### src/rtl/perceptron_sequencer.sv
// Sequences one perceptron datapath through a full neuron evaluation:
// holds weight/input/bias registers, streams element pairs, drains the pipeline, captures the result.
module perceptron_sequencer #(
  parameter int N_INPUTS     = 5,
  parameter int DRAIN_CYCLES = 12,
  parameter int AW           = (N_INPUTS > 1) ? $clog2(N_INPUTS) : 1
) (
  input  logic          clk,
  input  logic          rstn,
  input  logic          wr_en,
  input  logic [1:0]    wr_sel,
  input  logic [AW-1:0] wr_addr,
  input  logic [31:0]   wr_data,
  output logic          wr_err,
  input  logic          start,
  input  logic          act_sel,
  output logic          busy,
  output logic [31:0]   result,
  output logic          result_valid,
  input  logic          result_ready,
  output logic [31:0]   pcp_counter,
  output logic [31:0]   pcp_w,
  output logic [31:0]   pcp_x,
  output logic [31:0]   pcp_b,
  output logic          pcp_act,
  input  logic [31:0]   pcp_data_out
);

  // state  | meaning
  // IDLE   | registers writable, waiting for start
  // STREAM | presenting element idx (1..N_INPUTS) to the datapath
  // DRAIN  | waiting out the datapath pipeline
  // HOLD   | result valid, waiting for result_ready
  typedef enum logic [1:0] {S_IDLE, S_STREAM, S_DRAIN, S_HOLD} state_t;

  localparam int MAXC = (N_INPUTS > DRAIN_CYCLES) ? N_INPUTS : DRAIN_CYCLES;
  localparam int CW   = $clog2(MAXC + 1);
  localparam logic [CW-1:0] IDX_LAST = CW'(N_INPUTS);
  localparam logic [CW-1:0] DRN_LAST = CW'(DRAIN_CYCLES - 1);
  localparam logic [AW:0]   N_LIM    = (AW + 1)'(N_INPUTS);

  state_t        state_q, state_d;
  logic [CW-1:0] cnt_q, cnt_d;
  logic          act_q, act_d;
  logic [31:0]   result_q, result_d;
  logic          valid_q, valid_d;
  logic          wr_err_q, wr_err_d;
  logic [31:0]   weight_q [N_INPUTS];
  logic [31:0]   input_q  [N_INPUTS];
  logic [31:0]   bias_q;
  logic          addr_ok;
  logic          wr_ok;
  logic [AW-1:0] elem;

  always_comb begin
    addr_ok = 1'b0;
    case (wr_sel)
      2'd0, 2'd1: addr_ok = ({1'b0, wr_addr} < N_LIM);
      2'd2:       addr_ok = 1'b1;
      default:    addr_ok = 1'b0;
    endcase
  end

  always_comb begin
    state_d  = state_q;
    cnt_d    = cnt_q;
    act_d    = act_q;
    result_d = result_q;
    valid_d  = valid_q;
    wr_ok    = 1'b0;
    wr_err_d = 1'b0;

    if (wr_en) begin
      if (state_q == S_IDLE && addr_ok) wr_ok = 1'b1;
      else                              wr_err_d = 1'b1;
    end

    case (state_q)
      S_IDLE: begin
        if (start) begin
          state_d = S_STREAM;
          cnt_d   = CW'(1);
          act_d   = act_sel;
        end
      end
      S_STREAM: begin
        if (cnt_q == IDX_LAST) begin
          state_d = S_DRAIN;
          cnt_d   = '0;
        end else begin
          cnt_d = cnt_q + 1'b1;
        end
      end
      S_DRAIN: begin
        if (cnt_q == DRN_LAST) begin
          state_d  = S_HOLD;
          cnt_d    = '0;
          result_d = pcp_data_out;
          valid_d  = 1'b1;
        end else begin
          cnt_d = cnt_q + 1'b1;
        end
      end
      S_HOLD: begin
        if (result_ready) begin
          state_d = S_IDLE;
          valid_d = 1'b0;
        end
      end
      default: state_d = S_IDLE;
    endcase
  end

  always_ff @(posedge clk or negedge rstn) begin
    if (!rstn) begin
      state_q  <= S_IDLE;
      cnt_q    <= '0;
      act_q    <= 1'b0;
      result_q <= '0;
      valid_q  <= 1'b0;
      wr_err_q <= 1'b0;
    end else begin
      state_q  <= state_d;
      cnt_q    <= cnt_d;
      act_q    <= act_d;
      result_q <= result_d;
      valid_q  <= valid_d;
      wr_err_q <= wr_err_d;
    end
  end

  // A write accepted together with start lands here before the first stream cycle reads it.
  always_ff @(posedge clk or negedge rstn) begin
    if (!rstn) begin
      for (int i = 0; i < N_INPUTS; i++) begin
        weight_q[i] <= '0;
        input_q[i]  <= '0;
      end
      bias_q <= '0;
    end else if (wr_ok) begin
      case (wr_sel)
        2'd0:    weight_q[wr_addr] <= wr_data;
        2'd1:    input_q[wr_addr]  <= wr_data;
        default: bias_q            <= wr_data;
      endcase
    end
  end

  assign elem = AW'(cnt_q - 1'b1);

  always_comb begin
    pcp_counter = '0;
    pcp_w       = '0;
    pcp_x       = '0;
    if (state_q == S_STREAM) begin
      pcp_counter = 32'(cnt_q);
      pcp_w       = weight_q[elem];
      pcp_x       = input_q[elem];
    end
  end

  assign pcp_b        = bias_q;
  assign pcp_act      = act_q;
  assign busy         = (state_q != S_IDLE);
  assign result       = result_q;
  assign result_valid = valid_q;
  assign wr_err       = wr_err_q;

endmodule
### config.mk
export PLATFORM = sky130hd
export DESIGN_NAME = perceptron_sequencer
export DESIGN_NICKNAME = d
export VERILOG_FILES = /design/src/rtl/perceptron_sequencer.sv
export SDC_FILE = /design/constraint.sdc
export NUM_CORES = 1
export LEC_CHECK = 0
export ABC_AREA = 1
export ABC_CLOCK_PERIOD_IN_PS = 3700
export CAP_MARGIN = 20
export CORE_UTILIZATION = 40
export CTS_CLUSTER_DIAMETER = 60
export DETAILED_ROUTE_END_ITERATION = 12
export SLEW_MARGIN = 10
export SYNTH_ARGS = -nofsm -noshare
export SYNTH_HDL_FRONTEND = slang
export SYNTH_SLANG_ARGS = --single-unit
### constraint.sdc
create_clock -name clk -period 3.7 [get_ports clk]
set_input_delay 0.74 -clock clk [delete_from_list [all_inputs] [get_ports clk]]
set_output_delay 0.74 -clock clk [all_outputs]
set_load 0.05 [all_outputs]
==> out/results.tsv <==
metric	value	unit
dieArea	0.05117	mm2
cp_num_cells	9	
overflow	0	
synth_cells	2735	
syn_area	0.02011	mm2
cts_tree	done	
io-pin-count	239	
ant_nets	0	
status	completed	
grtUsageTotal	0.2436	
cts_root_buf	clkbuf_16	
first_iter_violations	1598	
final_cell_mix	nand2_1 (1083), nand3_1 (455), dfrtp_1 (392), inv_1 (308), clkdlybuf4s50_1 (145)	
cp.arrival	2.80	ns
grt_pass1_vias	17260	
start_util	0.4083	
multi_input_area	0.008098	mm2
setup_viol	0	
coreArea	0.04925	mm2
max_freq	282.4	MHz
cpMaxStageDelayCell	dfrtp_4	
cap_violations	0	
area_growth	23.74	%
cts_buffers	47	
clock_skew	0.01826	ns
path_class	reg -> out	
rsz0062_at_grt	no	
startpoint_type	flip-flop	
p_per_area	743.2	mW/mm2
synth_seq_area_share	0.4890	
clk_pin_slew	0.06	ns
clock_latency	0.58	ns
slowest_delay	0.50	ns
p_leak	12.83	nW
synth_top_area_cell	dfrtp_1	
firstDrtPassIters	7	
grt_max_degree	197	
routabilityCongestion	0.7629	
final_common_cell	nand2_1	
ir_worst_vdd	0.5763	mV
antenna_found_initial	0	
drive_above_1_share	0.08328	
rows	81	
wl_per_cell	17.44	um
end_kind	output pin	
worstMarginPinSlew	1.001	ns
period_minus_slack	3.541	ns
cts.path.max_buffers	3	
ctsResizeCount	0	
grt_pass1_wl	97590	um
drt-total-wl	61440	um
finalHoldViolCount	0	
synth_cell_types	25	
final_net_count	2907	
avgSynthCellArea	7.353	um2
hp-class	in -> async	
r2r_cells	9	
hpwlAfterDp	34790	um
num_vias	18060	
crit_fanout	46	
yosys-top-cells-area	dfrtp_1 (49%), nand2_1 (20%), nand3_1 (11%), inv_1 (5.7%), nand4_1 (2.4%)	
crit_required	2.96	ns
setup_tns	0	ns
die_h	226.2	um
finalCritPeriodShare	0.9571	
cp_top_family	buffers and inverters	
drc	0	
relSlewSlack	0.3329	
rrSetupSlack	1.27	ns
diodes	0	
yosys_warnings	0	
chipWidth	226.2	um
yosys_register_bits	393	
num-fill-cells	4723	
routed_via_density	5.128	
total_power	18.49	mW
post_cts_buffers	0	
synth_top_area_share	0.4890	
worstPathCellList	inv_4, ha_4, inv_2, buf_12, nand3_1, nand2_1, nand2_1, a21oi_1, buf_12	
clock-sinks	393	
timing.rr.start	state_q[0]$_DFFE_PN0P_	
critPathBufInv	4	
startpoint	cnt_q[0]$_DFFE_PN0P_	
port_buffers	210	
slew_viol_final	0	
regArea	0.009838	mm2
ctsHtreeMaxLevel	2	
cts_hold_buffers	0	
r2r_end	weight_q[1]$_DFFE_PN0P_	
## per-stage QoR
step,std cells,hold WS (ns),area [um2],setup WS (ns),utilization
detailed placement,3439,0.4580,23280,0.6560,0.4726
global placement,3439,0.4527,23280,0.6970,0.4726
floorplan,2762,0.4419,20210,0.1037,-
global route,3522,0.1967,24880,0.04080,0.5052
CTS,3522,0.1717,24880,0.1188,0.5052
finish,3522,0.1655,24880,0.1587,0.5052
## Yosys cell counts (all sizes together)
| cell type | instances |
|---|---|
| nor3 | 1 |
| clkinv | 1 |
| o211ai | 1 |
| clkbuf | 120 |
| o21ai | 38 |
| nand3 | 456 |
| nand2 | 1083 |
| buf | 126 |
| nor2 | 16 |
| dfrtp | 393 |
| ha | 8 |
| or2 | 1 |
| a21boi | 1 |
| conb | 1 |
| nand4 | 76 |
| inv | 313 |
| xor2 | 1 |
| a21oi | 66 |
| mux2 | 32 |
| o21a | 1 |
## registers in the layout, summed over array words and instances (netlist names)
signal / flops
pcp_act: 1
wr_err: 1
result: 32
weight_q: 160
cnt_q: 4
input_q: 160
result_valid: 1
state_q: 2
pcp_b: 32
## cell families (layout without fill, tap and decap cells)
group                      Yosys count  in the layout  synth area share
other                                1             28         0.0001865
muxes                               32             32           0.01792
xor gates and xnor gates             1              1         0.0004356
and+or+nand+nor                   1633           1633            0.3433
DFF                                393            393            0.4890
AOI/OAI and AO/OA                  107            107           0.02700
adders and majority gates            8              8          0.004978
buffers and inverters              560            656            0.1171
## routing by layer
metal,part of all wire,wire length (um),global-route usage,vias to the layer above
li1,-,-,-,8634
met1,0.44,27140,0.3399,8666
met2,0.46,28520,0.3866,665
met3,0.071,4375,0.04189,96
met4,0.023,1401,0.07105,0
met5,0,0,0,-
## cell type report
type	count	share of cell area
timing repair buffer	259	0.1338
tap	664	0.03339
multi-input combinational	1809	0.3254
sequential	393	0.3954
inverter	314	0.04747
clock inverter	13	0.007291
clock buffer	70	0.05727
## worst max-delay path by stage
stage	to	slack, ns
finish	pcp_x[14]	0.16
global route	pcp_w[18]	0.04
floorplan	pcp_w[0]	0.10
global placement	weight_q[42]$_DFFE_PN0P_	0.70
detailed placement	weight_q[8]$_DFFE_PN0P_	0.66
CTS	pcp_x[14]	0.12
## report_power, final
group / leakage [nW] / internal, mW / switching, mW
registers: 5.25 / 5.20 / 0.487
clock network: 0.792 / 2.93 / 1.86
logic: 6.79 / 2.57 / 5.44
total: 12.8 / 10.7 / 7.79
(Power assumes the default switching activity.)
==> RTL change 1 (config.mk and constraints unchanged) <==
Set the parameter `DRAIN_CYCLES` to 14 (it was 12).
--- a/src/rtl/perceptron_sequencer.sv
+++ b/src/rtl/perceptron_sequencer.sv
@@ -2,7 +2,7 @@
 // holds weight/input/bias registers, streams element pairs, drains the pipeline, captures the result.
 module perceptron_sequencer #(
   parameter int N_INPUTS     = 5,
-  parameter int DRAIN_CYCLES = 12,
+  parameter int DRAIN_CYCLES = 14,
   parameter int AW           = (N_INPUTS > 1) ? $clog2(N_INPUTS) : 1
 ) (
   input  logic          clk,
Check against the original RTL: no difference found for any inputs over 4 cycles, from zero or initial values and one cycle with rstn low; that may be too few to reach the edited logic, so the function may still have changed.
==> RTL change 1 against the original RTL <==
  * Utilization increased by 0.21 points
  * Setup slack got worse by 64 ps
  * Cell area up 0.41%
  * Power is 1.2% higher
  * Routed wire length rose by 3.9%
  * Clock skew down 8.3 ps
  * Sequential cell count unchanged
  * Synthesized area fell by 0.22%
  * Non-clock buffer count up 4
  * Register-to-register slack improved by 40 ps
  * Largest cell class unchanged
==> RTL change 1: results (changes against the original RTL) <==
Timing
  – Actual slew at the worst max-slew pin: 1080 ps (+83.3 ps)
  – Post-route clock skew: 10.0 ps (-8.26 ps)

GRT
  – Largest net degree at the start of global routing: 197 (unchanged)
  – Met3 usage: 4.11% (-0.078 points)
  – GR Util met2: 40.2% (+1.6 points)
  – Total GRT Usage: 25.3% (+0.98 points)
  – First-pass GRT wire length: 101 mm (+3.1%)
  – GRT met1 Usage: 35.7% (+1.7 points)

Placement
  – Instance area after placement: 23300 µm² (about the same)
  – RePlAce Congestion: 0.807 (+5.8%)
  – Post-place setup slack: 633 ps (-22.5 ps)
  – Final HPWL DP: 37.2 mm (+6.9%)

Detailed routing
  – DR iter-0 viols: 1885 (+18%)
  – Met2 WL: 29.5 mm (+3.3%)
  – Wire length on met1: 28.3 mm (+4.3%)
  – Met3 WL: 4.72 mm (+8.0%)
  – Routed len/inst: 18.1 µm (+3.8%)
  – Via count: 18200 (+0.90%)

Power
  – Max VDD drop: 0.462 mV (-20%)
  – Seq pwr: 5.69 mW (about the same)
  – Pint: 10.9 mW (+1.4%)
  – Static leakage: 12.9 nW (+0.25%)
  – Power Clock: 4.95 mW (+3%)

Synth
  – Netlist cell types: 24 (-4.0%)
  – Synth Area in Adders: 0.499% (+0.0011 points)
  – Leading post-synthesis cells by cell area: dfrtp_1, nand2_1, nand3_1, inv_1, clkbuf_1
  – Synth top cells by count: nand2_1, nand3_1, dfrtp_1, inv_1, clkbuf_1
  – Compound-Gate Fraction of Synth Area: 2.69% (-0.0066 points)
  – Post-synthesis sequential area ratio: 49.0% (+0.11 points)
  – Post-Synth XOR/XNOR Area: 0.0873% (+0.044 points)
  – Post-synthesis mux area share: 1.80% (+0.0039 points)

Setup path
  – Worst-path maximum fanout: 54 (+17%)
  – Crit path DAT: 2870 ps (+70 ps)
  – CP max stage delay: 500 ps (about the same)

Final layout
  – Layout cell share with drive strength beyond 1: 8.70% (+0.38 points)
  – NumNets Final: 2910 (+0.10%)
  – Biggest regs: input_q: 160 flops, weight_q: 160 flops

Outcome
  – Outcome: complete, no violations

Clock tree
  – CTS Buf Count: 48 (+2.1%)
[RTL change 1: cell types whose count changed in the layout (fill, tap and decap cells not counted), sizes merged, moves of 2 or more]
cell | unedited run | this run
clkinv | 6 | 4
nand2 | 1083 | 1081
buf | 114 | 118
bufinv | 4 | 6
clkinvlp | 1 | 3
[RTL change 1: what timing repair did]
action                                  4_1_cts  5_1_grt
endpoints found under the setup margin        0        5
hold buffers                                  0        0
gates resized for setup                       0        5
[RTL change 1: layout make-up]
cell class                 count  area (µm²)
inverter                     313        1180
clock inverter                15         244
tap                          664         831
clock buffer                  69        1420
fill                        4742       24300
timing repair buffer         263        3360
sequential                   393        9840
multi-input combinational   1808        8110
[RTL change 1: stage by stage]
stage / instances / power [mW] / utilization (%)
global placement: 3440 / 13.6 / 47.3
global route: 3525 / 19.8 / 50.7
detailed placement: 3440 / 13.7 / 47.3
CTS: 3524 / 18.8 / 50.6
floorplan: 2761 / 10.8 / -
finish: 3525 / 18.7 / 50.7
[RTL change 1: logic make-up (layout without fill, tap and decap cells)]
logic type | count (synthesis) | count (layout)
AO/OA/AOI/OAI | 107 | 107
XOR/XNOR | 2 | 2
adder cells (fa/ha/maj) | 8 | 8
buffers and inverters | 560 | 660
flip-flops | 393 | 393
multiplexers | 32 | 32
other | 1 | 28
AND/OR/NAND/NOR | 1631 | 1631
[RTL change 1: worst paths after layout]
check / startpoint / cells after the start / slack (ps) / to
worst max-delay path: cnt_q[0] / 7 / 90 / pcp_w[2]
worst min-delay path: rstn / 1 / 210 / result[17]
worst max register to register: state_q[1] / 9 / 1310 / weight_q[11]
worst min register to register: weight_q[142] / 2 / 470 / weight_q[142]
max in group asynchronous: rstn / 2 / 2540 / weight_q[140]
min in group clk: weight_q[142] / 2 / 470 / weight_q[142]
==> RTL change 2 (config.mk and constraints unchanged) <==
Made on the original files. Make the reset (`rstn`) synchronous in 2 clocked blocks.
--- a/src/rtl/perceptron_sequencer.sv
+++ b/src/rtl/perceptron_sequencer.sv
@@ -111,7 +111,7 @@
     endcase
   end
 
-  always_ff @(posedge clk or negedge rstn) begin
+  always_ff @(posedge clk) begin
     if (!rstn) begin
       state_q  <= S_IDLE;
       cnt_q    <= '0;
@@ -130,7 +130,7 @@
   end
 
   // A write accepted together with start lands here before the first stream cycle reads it.
-  always_ff @(posedge clk or negedge rstn) begin
+  always_ff @(posedge clk) begin
     if (!rstn) begin
       for (int i = 0; i < N_INPUTS; i++) begin
         weight_q[i] <= '0;
Behaviour: differs if rstn is asserted again (counterexample within 4 cycles, from zero or initial values and one cycle with rstn low); with rstn held inactive, the same outputs for 4 cycles.
==> RTL change 2 against the original RTL <==
  * Sequential share of layout area is 14 points higher
  * Routed wire length is 16% higher
  * Synthesized cell count down 8.9%
  * Register-to-register slack lost 230 ps
  * Count of clock-buffer cells in the layout increased by 30
  * First-iteration DRC count increased by 1.5%
  * Setup slack lost 85 ps
  * Synthesized area is 24% higher
  * Utilization up 0.064 points
  * Cell area increased by 25%
  * Power rose by 21%
  * Sequential cell count grew 192
  * Largest cell class unchanged
  * Highest routed layer unchanged
==> RTL change 2: results (changes against the original RTL) <==
Worst hold path
  – Hold Crit Class: reg2reg

Final layout
  – Seq. cell area: 16800 µm² (+71%)
  – Data buffer area share: 10.5% (-2.9 points)
  – NumNets Final: 2898 (-0.31%)
  – Fraction of area in multi-input gates: 24.6% (-8.0 points)
  – Clk tree area frac: 6.58% (+0.13 points)
  – Layout fillers: 5699 (+21%)
  – Multi-input logic area: 7670 µm² (-5.2%)
  – Signal buffers: 254 (-1.9%)
  – Biggest regs: input_q: 256 flops, weight_q: 256 flops
  – Count of multi-input gates: 1821 (+0.66%)
  – Non-clk invs: 86 (-73%)

Detailed routing
  – Via count: 18600 (+3.0%)
  – Met2 WL: 35.3 mm (+24%)
  – Met3 WL: 4.97 mm (+14%)
  – Drt pass-1 iters: 5 (-2)
  – DR iter-0 viols: 1622 (+1.5%)
  – Final WL: 71.2 mm (+16%)
  – Wire length on met1: 29.0 mm (+6.7%)

GRT
  – First-pass GRT wire length: 106 mm (+8.2%)
  – Met3 usage: 3.73% (-0.45 points)
  – Initial antenna violation count: 1 (+1)
  – GR Util met2: 37.7% (-0.97 points)
  – GRT met1 Usage: 28.1% (-5.9 points)
  – Number of global-route vias before repair: 18200 (+5.4%)
  – Total GRT Usage: 21.9% (-2.4 points)

Synth
  – Mapped Cells: 2492 (-8.9%)
  – Post-synthesis mux area share: 0% (-1.8 points)
  – Synth Area in Adders: 0.401% (-0.097 points)
  – Synth top cells by count: nor2_1, edfxtp_1, o21ai_0, nand2_1, clkbuf_1
  – Compound-Gate Fraction of Synth Area: 8.58% (+5.9 points)
  – Netlist cell types: 22 (-12%)
  – Leading post-synthesis cells by cell area: edfxtp_1, nor2_1, o21ai_0, dfxtp_1, nand2_1
  – Post-Synth XOR/XNOR Area: 0.0351% (-0.0084 points)
  – Ys async rst share: 0% (-100 points)
  – Post-synthesis sequential area ratio: 67.5% (+19 points)

Power
  – Static leakage: 12.0 nW (-6.4%)
  – Max VDD drop: 0.625 mV (+8.4%)

Timing
  – Min Hold Slack: 441 ps (+276 ps)
  – Post-route clock skew: 17.6 ps (-0.677 ps)
  – Actual slew at the worst max-slew pin: 827 ps (-174 ps)

Setup path
  – Worst path slowest cell: dfxtp_1
  – Crit path DAT: 2890 ps (+90 ps)
  – Crit path launch: cnt_q[1]
  – Top delay family on crit path: buffers and inverters
  – Register-to-Register Path Depth: 7 (-2)
  – R2r endpoint: input_q[1][2]
  – Flop2flop setup slack: 1040 ps (-230 ps)
  – CP max stage delay: 420 ps (-80 ps)
  – Reg2reg start: state_q[0]

Placement
  – RePlAce Congestion: 0.816 (+6.9%)
  – Post-place setup slack: 463 ps (-193 ps)
  – Final HPWL DP: 41.0 mm (+18%)
  – Instance area after placement: 29000 µm² (+24%)
  – Cell total after placement: 3578 (+4.0%)

Clock tree
  – Post-CTS resize count: 16 (+16)
  – CTS Buf Count: 67 (+43%)

Outcome
  – Outcome: complete, no violations
==> RTL change 2: changes by cell type after synthesis, sizes merged, moves of 227 or more <==
cell / before / now
nand3: 456 / 71
o21ai: 38 / 355
nand2: 1083 / 103
nor2: 16 / 972
inv: 313 / 86
dfrtp: 393 / 0
edfxtp: 0 / 512
==> RTL change 2: how the worst max path moves through the flow <==
stage	end	slack, ps	cells after the start
final	pcp_w[16]	70	10
after detailed placement	input_q[0][13]	460	7
after global placement	weight_q[0][3]	510	7
after CTS	pcp_x[30]	2	10
after global routing	pcp_w[29]	-20	10
after floorplan	pcp_x[2]	210	12
==> RTL change 2: power breakdown <==
| group | switching, mW | internal, mW | total [mW] |
|---|---|---|---|
| logic | 5.68 | 2.83 | 8.51 |
| registers | 0.108 | 7.53 | 7.64 |
| clock network | 2.62 | 3.67 | 6.30 |
| total | 8.41 | 14.0 | 22.4 |
